File: src/rtl/instr_fetch_unit.sv
// PC register and instruction fetch stage feeding the main control decoder.
// Define FETCH_INSTRET_EN to add the retired-instruction counter port instret.
module instr_fetch_unit #(
   parameter logic [31:0] RESET_PC = 32'h0000_0000
) (
   input  logic        clk,
   input  logic        reset,
   output logic        imem_req,
   output logic [31:0] imem_addr,
   input  logic [31:0] imem_rdata,
   input  logic        imem_ack,
   output logic [31:0] instr,
   output logic [5:0]  opcode,
   output logic        instr_valid,
   output logic [31:0] pc,
   output logic [31:0] pc_plus4,
   input  logic        retire,
   input  logic        branch,
   input  logic        jump,
   input  logic        zero
`ifdef FETCH_INSTRET_EN
   ,
   output logic [31:0] instret
`endif
);

   typedef enum logic [1:0] {
      S_IDLE,
      S_FETCH,
      S_WAIT,
      S_HOLD
   } state_e;

   state_e      state_q, state_d;
   logic [31:0] pc_q, pc_d;
   logic [31:0] instr_q, instr_d;
   logic [31:0] br_off;
   logic [31:0] next_pc;

   assign pc_plus4  = pc_q + 32'd4;
   assign br_off    = {{14{instr_q[15]}}, instr_q[15:0], 2'b00};
   assign pc        = pc_q;
   assign imem_addr = pc_q;
   assign instr     = instr_q;
   assign opcode    = instr_q[31:26];

   // Jump takes priority over a taken branch.
   always_comb begin
      next_pc = pc_plus4;
      if (jump) begin
         next_pc = {pc_plus4[31:28], instr_q[25:0], 2'b00};
      end else if (branch && zero) begin
         next_pc = pc_plus4 + br_off;
      end
   end

   always_comb begin
      state_d     = state_q;
      pc_d        = pc_q;
      instr_d     = instr_q;
      imem_req    = 1'b0;
      instr_valid = 1'b0;
      unique case (state_q)
         S_IDLE: begin
            state_d = S_FETCH;
         end
         S_FETCH: begin
            imem_req = 1'b1;
            if (imem_ack) begin
               instr_d = imem_rdata;
               state_d = S_HOLD;
            end else begin
               state_d = S_WAIT;
            end
         end
         S_WAIT: begin
            imem_req = 1'b1;
            if (imem_ack) begin
               instr_d = imem_rdata;
               state_d = S_HOLD;
            end
         end
         S_HOLD: begin
            instr_valid = 1'b1;
            if (retire) begin
               pc_d    = next_pc;
               state_d = S_FETCH;
            end
         end
         default: begin
            state_d = S_IDLE;
         end
      endcase
   end

   always_ff @(posedge clk) begin
      if (reset) begin
         state_q <= S_IDLE;
         pc_q    <= RESET_PC;
         instr_q <= 32'd0;
      end else begin
         state_q <= state_d;
         pc_q    <= pc_d;
         instr_q <= instr_d;
      end
   end

`ifdef FETCH_INSTRET_EN
   logic [31:0] instret_q;

   always_ff @(posedge clk) begin
      if (reset) begin
         instret_q <= 32'd0;
      end else if (state_q == S_HOLD && retire) begin
         instret_q <= instret_q + 32'd1;
      end
   end

   assign instret = instret_q;
`endif

endmodule

File: config.mk
export PLATFORM = sky130hd
export DESIGN_NAME = instr_fetch_unit
export DESIGN_NICKNAME = d
export VERILOG_FILES = /design/src/rtl/instr_fetch_unit.sv
export SDC_FILE = /design/constraint.sdc
export NUM_CORES = 1
export LEC_CHECK = 0
export CAP_MARGIN = 20
export CORE_ASPECT_RATIO = 0.9
export CORE_MARGIN = 5
export CORE_UTILIZATION = 25
export DETAILED_ROUTE_END_ITERATION = 8
export HOLD_SLACK_MARGIN = 0.06
export PLACE_DENSITY = 0.47
export SYNTH_ARGS = -nofsm -noshare
export SYNTH_HDL_FRONTEND = slang
export SYNTH_SLANG_ARGS = --single-unit
File: constraint.sdc
create_clock -name clk -period 3.88 [get_ports clk]
set_input_delay 0.776 -clock clk [delete_from_list [all_inputs] [get_ports clk]]
set_output_delay 0.776 -clock clk [all_outputs]
set_load 0.02 [all_outputs]
==> summary.md, run 1 <==
| Metric | Value |
|---|---|
| FMAX | 0.2723 GHz |
| DP HPWL | roughly 15000 µm |
| Top-area cell type share of the netlist area | about a quarter |
| Top cells by area, synth | dfxtp_1 25%, ha_1 9.4%, nand2_1 8.2%, a21oi_1 8.0%, buf_4 6.1% |
| CTS Sinks | 64 |
| Pwr dens | 414.7 nW/µm² |
| Critical path arrival | 3.89 ns |
| Worst-Skew Late Latency | between 0.3 and 0.4 ns |
| CP startpoint kind | flop |
| # IOs | 175 |
| Critical-path maximum fanout | 6 |
| Least-Margin Pin Slew | approximately 0.98 ns |
| Sequential element share of the synthesized area | about 25% |
| Required @ worst endpoint | between 4 and 5 ns |
| Initial Utilization | 25.21% |
| Post-route ant nets | 0 |
| Min cycle time layout | between 3 and 4 ns |
| Worst min-delay path startpoint | instr[25] |
| Simple-gate share of the synthesized area | between 20% and 30% |
| Mux contribution to synthesized area | about 1.6% |
| Drt drc | 0 |
| Outcome | finished, final reports clean |
| Syn Inst Count | ~700 |
| Port buffer count | ~170 |
| WL final | 19840 µm |
| Ys async rst share | 0% |
| Complex-gate fraction of the synthesized area | 24.00% |
| Main flop type after synthesis | dfxtp_1 |
| Area leader, netlist | dfxtp_1 |
| Pins Over Slew Limit | 0 |
| TNS Setup | 0 ns |
| Layout Cell Area excl Fill | about 7700 µm² |
| Fillcell total | between 2000 and 2500 |
| 1st-iter DRT viols | 260 |
| Via density | between 4 and 5 |
| CTS tree | done |
| HP Class | flop to flop |
| Final net count | 945 |
| Fraction of layout cells with a size suffix above 1 | between 10% and 20% |
| Grt ovf | 0 |
| Layout area overhead | 47.49% |
| CTS H-Tree Depth | 3 |
| Post-synthesis xor/xnor area fraction | ~8.9% |
| RSZ-0062 raised after global routing | yes |
| Finish-stage setup viols | 0 |
| Wire length per cell | 17.54 µm |
| Synthesized flop and latch total | 64 |
| Largest net degree at the start of global routing | 44 |
| Cell count of the worst reg-to-reg path | 17 |
| WS Path Type | flop to flop |
| Number of flops mapped to enable cells by yosys | 0 |
| R2R Path Start | imem_addr[8] |
| Leakage | a little over 3 nW |
| Die H | about 150 µm |
| Total power | approximately 3.2 mW |
| Syn Area/Cell | between 7 and 8 µm² |
| DIE AREA | between 20000 and 25000 µm² |
| RePlAce Congestion | ~0.88 |
| Rel. slew slack | about a third |
| Gr usage total | 16.41% |
| Yosys synthesis warning count | 0 |
| Initial antenna violation count | 2 |
| Number of diodes | 0 |
| Clock Path Buffers | 2 |
| Adder-cell share of the synthesized area | under 10% |
| Largest family of logic cells by synthesized area | compound AO/OA/AOI/OAI gates |
| Hold_buf cts | 0 |
| First-pass GRT wire length | 30820 µm |
| Hold path cells | 2 |
| Max Cap Viol | 0 |
| Hold Violations, Final | 0 |
| Crit end category | flop |
| Mapped cell area | roughly 5200 µm² |
| Post-synthesis cell type count | 64 |
| Worst Setup SP | imem_addr[8] |
| Placed Area | 7179 µm² |
| Clock root buffer | clkbuf_16 |
| Peak supply drop | 0.2626 mV |
| Vias in the first global route | about 5300 |
| Row count | 50 |
| Worst Skew | about 0.0060 ns |
| First-pass detailed-route iteration total | 5 |
| DIE WIDTH | approximately 160 µm |
| Core Box Area | roughly 21000 µm² |
| Final Cycle Share | 94.66% |
| DR vias | 5429 |
| Number of CTS-inserted buffers | 9 |
| Worst-path clk slew | 0.06 ns |
==> state kept, by name, summed over array words and instances, names as in the netlist <==
name	flops
state_q	2
instr	32
imem_addr	30
==> final cells by class <==
type	count	area [µm²]	area share (%)
clock buffer	9	225.2	2.934
tap	260	325.3	4.239
clock inverter	7	102.6	1.337
sequential	64	1290	16.81
multi-input combinational	553	3606	46.98
inverter	19	71.32	0.9292
timing repair buffer	219	2054	26.77
==> layer usage <==
| layer | global-route usage (%) | wire length [µm] | up-vias |
|---|---|---|---|
| met4 | 2.918 | 151 | 4 |
| li1 | - | - | 2747 |
| met3 | 5.694 | 1634 | 14 |
| met1 | 23.45 | 9546 | 2500 |
| met2 | 24.14 | 8485 | 164 |
| met5 | 0 | 25 | - |
==> through the flow <==
stage / setup WS (ns) / util (%) / hold WS (ns) / cells
finish: 0.2072 / 37.18 / 0.4639 / 1131
global placement: 0.1119 / 34.78 / 0.4590 / 1113
detailed placement: 0.04539 / 34.78 / 0.4591 / 1113
floorplan: 0.0007478 / - / 0.4750 / 709
global route: -0.06236 / 37.18 / 0.4952 / 1131
CTS: 0.02788 / 36.36 / 0.4684 / 1129
==> synth_stat cells, drive strengths merged, types with 2 or more instances <==
cell     number
nand2       115
a21oi        86
dfxtp        64
nor2         58
buf          46
ha           39
o21ai        32
xor2         29
clkbuf       27
xnor2        24
inv          19
a21o         16
nand3        16
a211oi       14
and3         11
nor3         11
nand4         9
nand2b        8
a31oi         7
mux2i         7
nor2b         7
and2          6
a221oi        5
o31ai         5
o211ai        4
a2111oi       3
o21bai        3
a221o         2
a22o          2
a22oi         2
o21a          2
o22ai         2
o311ai        2
or3           2
or4           2
==> cells in the final DEF (no fill, tap or decap), types with 4 or more instances in the layout <==
master	n
nor2_1	54
ha_2	4
a211oi_1	13
clkdlybuf4s50_1	166
nor2b_1	6
nand3_1	15
nor3_1	9
o211ai_1	4
nand2_1	114
a21oi_2	5
xor2_1	23
xnor2_1	20
nand4_1	9
buf_4	51
xor2_2	5
dfxtp_1	59
dfxtp_2	4
ha_1	35
a21oi_1	81
a221oi_1	4
conb_1	6
clkbuf_16	9
nand2b_1	8
o21ai_0	24
a31oi_1	6
a21o_1	16
and3_1	9
mux2i_1	7
xnor2_2	4
o21ai_1	8
inv_1	19
and2_1	4
==> where the power goes <==
group          switching [mW]  internal, mW  total, mW
Sequential              0.127         0.762      0.890
Combinational           0.784         0.582       1.37
Clock                   0.357         0.570      0.927
==> critical path: stages, from the launching register on <==
cell,delay [ns]
dfxtp_2,0.39
and3_1,0.21
and3_4,0.21
nand3_1,0.10
nor2_1,0.18
buf_4,0.14
nand2_1,0.07
xnor2_1,0.36
ha_1,0.38
inv_1,0.12
o21bai_1,0.08
a21o_1,0.20
a21o_1,0.18
a2111oi_0,0.40
o31ai_1,0.15
o21ai_1,0.15
or4_1,0.14
o211ai_1,0.08
==> final timing paths <==
kind / end / slack (ns)
max: imem_addr[28] / 0.21
min: instr[25] / 0.46
max reg2reg: imem_addr[28] / 0.21
min reg2reg: instr[25] / 0.46
==> logic make-up after synthesis <==
kind of cell,Yosys count
fa+ha+maj,40
flops,64
other cells,1
mux,8
buf+inv,92
compound gates,197
xor+xnor,53
simple gates,249
==> repair_timing <==
action	4_1_cts	5_1_grt
resized for setup	0	32
setup endpoints to repair	0	14
setup buffers	0	2
hold endpoints to repair	0	0
Note: power is estimated with default switching activity, not from simulation.
==> run 2: changes to the inputs <==
--- a/config.mk
+++ b/config.mk
@@ -11,7 +11,7 @@
 export CORE_UTILIZATION = 25
 export DETAILED_ROUTE_END_ITERATION = 8
 export HOLD_SLACK_MARGIN = 0.06
-export PLACE_DENSITY = 0.47
+export PLACE_DENSITY = 0.5
 export SYNTH_ARGS = -nofsm -noshare
 export SYNTH_HDL_FRONTEND = slang
 export SYNTH_SLANG_ARGS = --single-unit
==> run 2 against run 1 <==
  * Sequential power down 1%
  * Non-clock buffer count unchanged
  * Sequential share of layout area up 0.24 points
  * Final cell count unchanged
  * Critical path type unchanged
  * Sequential cell count unchanged
  * Hold slack improved by 0.0041 ns
  * Core utilization fell by 0.45 points
==> summary.md, run 2 (synthesis gave the netlist of run 1 again) <==
| Metric | Value |
|---|---|
| Outcome | finished, final reports clean |
| Clock root buffer | clkbuf_16 |
| Pins Over Slew Limit | 0 (unchanged) |
| R2R Path Start | imem_addr[7] |
| First-pass detailed-route iteration total | 4 (-1) |
| Post-route ant nets | 0 (unchanged) |
| Vias in the first global route | 5305 (-0.71%) |
| Initial Utilization | 25.21% (unchanged) |
| CTS tree | done |
| Rel. slew slack | 36.69% (+2.2 points) |
| DIE WIDTH | 162.1 µm (unchanged) |
| CP startpoint kind | flop |
| DP HPWL | 14900 µm (-2.8%) |
| Hold_buf cts | 0 (unchanged) |
| Total power | 3.094 mW (-2.8%) |
| Worst-path clk slew | 0.06 ns (about the same) |
| Final net count | 945 (unchanged) |
| Required @ worst endpoint | 4.09 ns (about the same) |
| Hold Path Sink | instr[25] |
| Min cycle time layout | 3.676 ns (+0.003228 ns) |
| CTS H-Tree Depth | 3 (unchanged) |
| WL final | 19480 µm (-1.8%) |
| Pwr dens | 408.1 nW/µm² (-1.6%) |
| Fillcell total | 2221 (+1.2%) |
| Critical path arrival | 3.89 ns (about the same) |
| FMAX | 0.2720 GHz (about the same) |
| Worst r2r dst | imem_addr[30] |
| Port buffer count | 168 (unchanged) |
| Worst min-delay path startpoint | instr[25] |
| Drt drc | 0 (unchanged) |
| Number of CTS-inserted buffers | 9 (unchanged) |
| Die H | 146.9 µm (unchanged) |
| Worst Skew | 0.006543 ns (+0.0005362 ns) |
| Number of diodes | 0 (unchanged) |
| First-pass GRT wire length | 30480 µm (-1.1%) |
| Max reg flops | 32 (unchanged) |
| Via density | 4.781 (-0.41%) |
| Grt ovf | 0 (unchanged) |
| Hold path cells | 2 (unchanged) |
| Worst-Skew Late Latency | 0.35 ns (about the same) |
| Critical-path maximum fanout | 7 (+1) |
| Multi-input logic area | 3537 µm² (-1.9%) |
| Gr usage total | 16.22% (-0.19 points) |
| 1st-iter DRT viols | 242 (-6.9%) |
| HP Class | flop to flop |
| Hold Violations, Final | 0 (unchanged) |
| Layout area overhead | 45.68% |
| R2R setup slack | 0.20 ns (about the same) |
| CTS Sinks | 64 (unchanged) |
| Finish-stage setup viols | 0 (unchanged) |
| Least-Margin Pin Slew | 0.9461 ns (-0.03316 ns) |
| DR vias | 5407 (-0.41%) |
| Slowest-stage cell, CP | dfxtp_4 |
| CP top delay family | compound AO/OA/AOI/OAI gates |
| Cell count of the worst reg-to-reg path | 17 (unchanged) |
| Worst Hold Slack | 0.4681 ns (+0.004124 ns) |
| RSZ-0062 raised after global routing | yes |
| DIE AREA | 23800 µm² (unchanged) |
| Largest net degree at the start of global routing | 42 (-4.5%) |
| Sequential standard cell area | 1292 µm² (+0.19%) |
| Crit-path max cell delay | 0.39 ns (about the same) |
| Core Box Area | 20640 µm² (unchanged) |
| Max Cap Viol | 0 (unchanged) |
| Leakage | 3.082 nW (-0.91%) |
| Peak supply drop | 0.3310 mV (+26%) |
| Crit end category | flop |
| Row count | 50 (unchanged) |
| # IOs | 175 (unchanged) |
| Fraction of layout cells with a size suffix above 1 | 12.40% (-1.0 points) |
| WS Path Type | flop to flop |
| Wire length per cell | 17.23 µm (-1.8%) |
| Clock Path Buffers | 2 (unchanged) |
| TNS Setup | 0 ns (unchanged) |
| Initial antenna violation count | 2 (unchanged) |
| Most used cells in the layout excluding fill and tap cells | 165 x clkdlybuf4s50_1, 114 x nand2_1, 82 x a21oi_1 |
| CP cell instances | and3_1, and3_2, nand3_1, buf_4, nor2_1, xor2_1, ha_2, a21o_1, a21o_1, a21oi_2, o221ai_1, a21oi_2, o21ai_2, o21ba_2, or3_1, nand3_1, a211oi_1 |
| RePlAce Congestion | 0.9277 (+5.9%) |
| Commonest non-fill, non-tap cell in the layout | clkdlybuf4s50_1 |
| CP bufs+invs | 1 (-1) |
| Final Cycle Share | 94.74% (about the same) |
## run 2: cell types whose count changed in the layout (fill, tap and decap cells not counted), moves of 2 or more
cell,before,now
nand3_2,1,3
xor2_2,5,2
nand3_1,15,13
xor2_1,23,27
xnor2_1,20,22
clkinv_2,0,2
xnor2_2,4,2
nor2_1,54,56
inv_6,2,0
## run 2: cell type report
| cell class | instances | share of cell area, % |
|---|---|---|
| clock buffers | 9 | 2.971 |
| clock inverters | 7 | 0.9573 |
| inverters | 19 | 0.9407 |
| multi-input cells | 553 | 46.66 |
| flip-flops and latches | 64 | 17.05 |
| well taps | 260 | 4.291 |
| repair buffers | 219 | 27.13 |
## run 2: worst max path at each step
stage / start / end / slack [ns] / cells after the start
after detailed placement: imem_addr[3] / imem_addr[31] / -0.01 / 18
final: imem_addr[7] / imem_addr[30] / 0.20 / 17
after global placement: imem_addr[3] / imem_addr[31] / 0.10 / 19
after global routing: imem_addr[3] / imem_addr[31] / -0.09 / 18
after CTS: imem_addr[7] / pc_plus4[27] / 0.02 / 10
after floorplan: imem_addr[2] / imem_addr[31] / 0.0007 / 20
## run 2: per-layer routing
metal	up-vias	GRT usage (%)	part of all wire, %
met5	-	0	0.17
met4	4	4.228	1.2
met3	18	5.358	7.6
met2	155	24.23	43
met1	2483	22.51	48
li1	2747	-	-
## run 2: timing repair
item / 4_1_cts / 5_1_grt
setup endpoints to repair: 1 / 14
gates resized for setup: 1 / 21
buffers inserted: 0 / 2
pin swaps: 0 / 5
## run 2: through the flow
stage	cell area (µm²)	instances	util (%)	worst slack, ns
2_1_floorplan	5253	709	-	0.0007478
3_3_place_gp	7179	1113	34.78	0.1041
3_5_place_dp	7179	1113	34.78	-0.01180
4_1_cts	7480	1129	36.23	0.01868
5_1_grt	7581	1131	36.72	-0.09462
6_report	7581	1131	36.72	0.2040
## run 2: power by group
part,total [mW],leakage [nW],internal [mW],switching [mW]
combinational,1.37,2.42,0.583,0.789
clock,0.842,0.141,0.497,0.345
sequential,0.879,0.523,0.762,0.117
## run 2: worst min-delay path, cell delays in order, from the launching register on
cell and delay (ns):
dfxtp_1 0.32, nand2_1 0.05, a21oi_1 0.05
==> run 3: changes to the inputs <==
--- a/config.mk
+++ b/config.mk
@@ -11,7 +11,7 @@
 export CORE_UTILIZATION = 25
 export DETAILED_ROUTE_END_ITERATION = 8
 export HOLD_SLACK_MARGIN = 0.06
-export PLACE_DENSITY = 0.5
+export PLACE_DENSITY = 0.52
 export SYNTH_ARGS = -nofsm -noshare
 export SYNTH_HDL_FRONTEND = slang
 export SYNTH_SLANG_ARGS = --single-unit
==> constraint.sdc (replaced) <==
create_clock -name clk -period 3 [get_ports clk]
set_input_delay 0.6 -clock clk [delete_from_list [all_inputs] [get_ports clk]]
set_output_delay 0.6 -clock clk [all_outputs]
set_load 0.02 [all_outputs]
==> run 3 against run 2 <==
  * The flow now finishes with violations (negative setup slack)
  * Die area did not move
  * Core utilization up 9.4 points
  * Critical endpoint is now imem_addr[31]
  * Clock skew grew 0.0013 ns
  * Via count is 11% higher
  * Largest cell class unchanged
==> summary.md, run 3 (synthesis gave the netlist of run 1 again) <==
| Metric | Value |
|---|---|
| Outcome | finished, violations left |
| Failing checks | negative setup slack |
| Least-Margin Pin Slew | 0.5725 ns (-0.3736 ns) |
| TNS Setup | -4.323 ns (-4.323 ns) |
| Crit-path max cell delay | 0.34 ns (-0.05 ns) |
| Layout area overhead | 83.10% |
| Clock Path Buffers | 2 (unchanged) |
| Finish-stage setup viols | 18 (+18) |
| Max Cap Viol | 0 (unchanged) |
| Number of CTS-inserted buffers | 9 (unchanged) |
| Pins Over Slew Limit | 0 (unchanged) |
| Hold_buf cts | 0 (unchanged) |
| Rel. slew slack | 61.69% (+25 points) |
| Crit path top cell by count | and3_4 |
| DR vias | 5990 (+11%) |
| RePlAce Congestion | 0.8925 (-3.8%) |
| DP HPWL | 16560 µm (+11%) |
| Post-layout util | 46.15% (+9.4 points) |
| Pwr dens | 471.8 nW/µm² (+16%) |
| 1st-iter DRT viols | 306 (+26%) |
| Most used cells in the layout excluding fill and tap cells | 184 x buf_4, 148 x clkdlybuf4s50_1, 108 x nand2_1 |
| Worst-path clk slew | 0.06 ns (about the same) |
| Port buffer count | 168 (unchanged) |
| Total power | 4.495 mW (+45%) |
| RSZ-0062 raised after global routing | yes |
| Drt drc | 0 (unchanged) |
| Largest net degree at the start of global routing | 39 (-7.1%) |
| Wire length per cell | 16.95 µm (-1.6%) |
| DIE AREA | 23800 µm² (unchanged) |
| Core Box Area | 20640 µm² (unchanged) |
| Initial Utilization | 25.21% (unchanged) |
| Fraction of layout cells with a size suffix above 1 | 35.70% (+23 points) |
| Slowest-stage cell, CP | dfxtp_4 |
| Final Cycle Share | 114.3% (+20 points) |
| DIE WIDTH | 162.1 µm (unchanged) |
| CP cell instances | and3_4, and3_4, nand3_2, nor2_2, and3_4, buf_4, and2_4, xor2_2, ha_2, a21oi_1, o21bai_1, a21oi_2, nand4_1, o311ai_1, a211oi_2, xnor2_1, nor2_1, mux2_4 |
| Leakage | 4.068 nW (+32%) |
| Grt ovf | 0 (unchanged) |
| Final Worst Setup Slack | -0.4282 ns (-0.6322 ns) |
| Row count | 50 (unchanged) |
| WL final | 21610 µm (+11%) |
| Clock root buffer | clkbuf_16 |
| CTS Sinks | 64 (unchanged) |
| Max reg flops | 32 (unchanged) |
| Layout Cell Area excl Fill | 9528 µm² (+26%) |
| First-pass GRT wire length | 33640 µm (+10%) |
| # IOs | 175 (unchanged) |
| Vias in the first global route | 5974 (+13%) |
| Final net count | 1088 (+15%) |
| Critical path arrival | 3.66 ns (-0.23 ns) |
| HP Class | flop to flop |
| Commonest non-fill, non-tap cell in the layout | buf_4 |
| CP startpoint kind | flop |
| WS Path Type | flop to flop |
| Peak supply drop | 0.3441 mV (+3.9%) |
| Worst-Skew Late Latency | 0.35 ns (about the same) |
| Post-route ant nets | 0 (unchanged) |
| Min cycle time layout | 3.428 ns (-0.2478 ns) |
| Gr usage total | 17.74% (+1.5 points) |
| CTS tree | done |
| Initial antenna violation count | 2 (unchanged) |
| First-pass detailed-route iteration total | 8 (+4) |
| FMAX | 0.2917 GHz (+7.2%) |
| Worst Skew | 0.007818 ns (+0.001274 ns) |
| Hold Violations, Final | 0 (unchanged) |
| Critical-path maximum fanout | 4 (-3) |
| Required @ worst endpoint | 3.23 ns (-0.86 ns) |
| Worst Hold Slack | 0.4661 ns (-0.001933 ns) |
| CTS H-Tree Depth | 3 (unchanged) |
| Crit end category | flop |
| Via density | 4.698 (-1.7%) |
| Placed Area | 8538 µm² (+19%) |
| Die H | 146.9 µm (unchanged) |
==> run 3: final cells by class <==
class / instances / area [µm²]
repair buffers: 362 / 3129
clock buffers: 12 / 267.8
diodes: 1 / 2.502
multi-input cells: 553 / 4362
inverters: 19 / 76.32
flip-flops and latches: 64 / 1315
fillers: 2031 / 11120
well taps: 260 / 325.3
clock inverters: 4 / 50.05
==> run 3: per-stage QoR <==
step                worst slack [ns]  std cells
finish                       -0.4282       1275
global route                 -0.5613       1274
CTS                          -0.4114       1268
detailed placement           -0.5800       1237
global placement             -0.5110       1237
floorplan                    -0.4989        709
==> run 3: worst paths after layout <==
check / start / endpoint / slack (ns) / depth (start not counted)
worst max-delay path: imem_addr[9] / imem_addr[31] / -0.43 / 18
worst min register to register: instr[23] / instr[23] / 0.47 / 2
worst min-delay path: instr[23] / instr[23] / 0.47 / 2
worst max register to register: imem_addr[9] / imem_addr[31] / -0.43 / 18
==> run 3: critical path: cells and delay by family (launching register included) <==
kind | cells | cell delay (ns)
and+or+nand+nor | 8 | 1.27
adders and majority gates | 1 | 0.25
AOI/OAI and AO/OA | 5 | 0.74
DFF | 1 | 0.34
buffers and inverters | 1 | 0.13
muxes | 1 | 0.31
xor gates and xnor gates | 2 | 0.28
==> run 3: power breakdown <==
part / internal (mW) / leakage (nW) / switching, mW
Sequential: 0.985 / 0.529 / 0.152
Combinational: 1.03 / 3.39 / 1.19
Clock: 0.716 / 0.150 / 0.426
Total: 2.73 / 4.07 / 1.77
==> run 3: per-layer routing <==
metal / GRT usage, % / wire length [µm] / up-vias
li1: - / - / 3029
met1: 25.57 / 10780 / 2767
met2: 27.11 / 9367 / 169
met3: 4.123 / 1151 / 21
met4: 3.636 / 273 / 4
met5: 0 / 38 / -
==> run 3: repair_timing <==
| action | 4_1_cts | 5_1_grt |
|---|---|---|
| gates cloned | 0 | 0 |
| setup buffers | 16 | 7 |
| setup endpoints to repair | 37 | 34 |
| resized for setup | 99 | 63 |
| pin swaps | 41 | 37 |
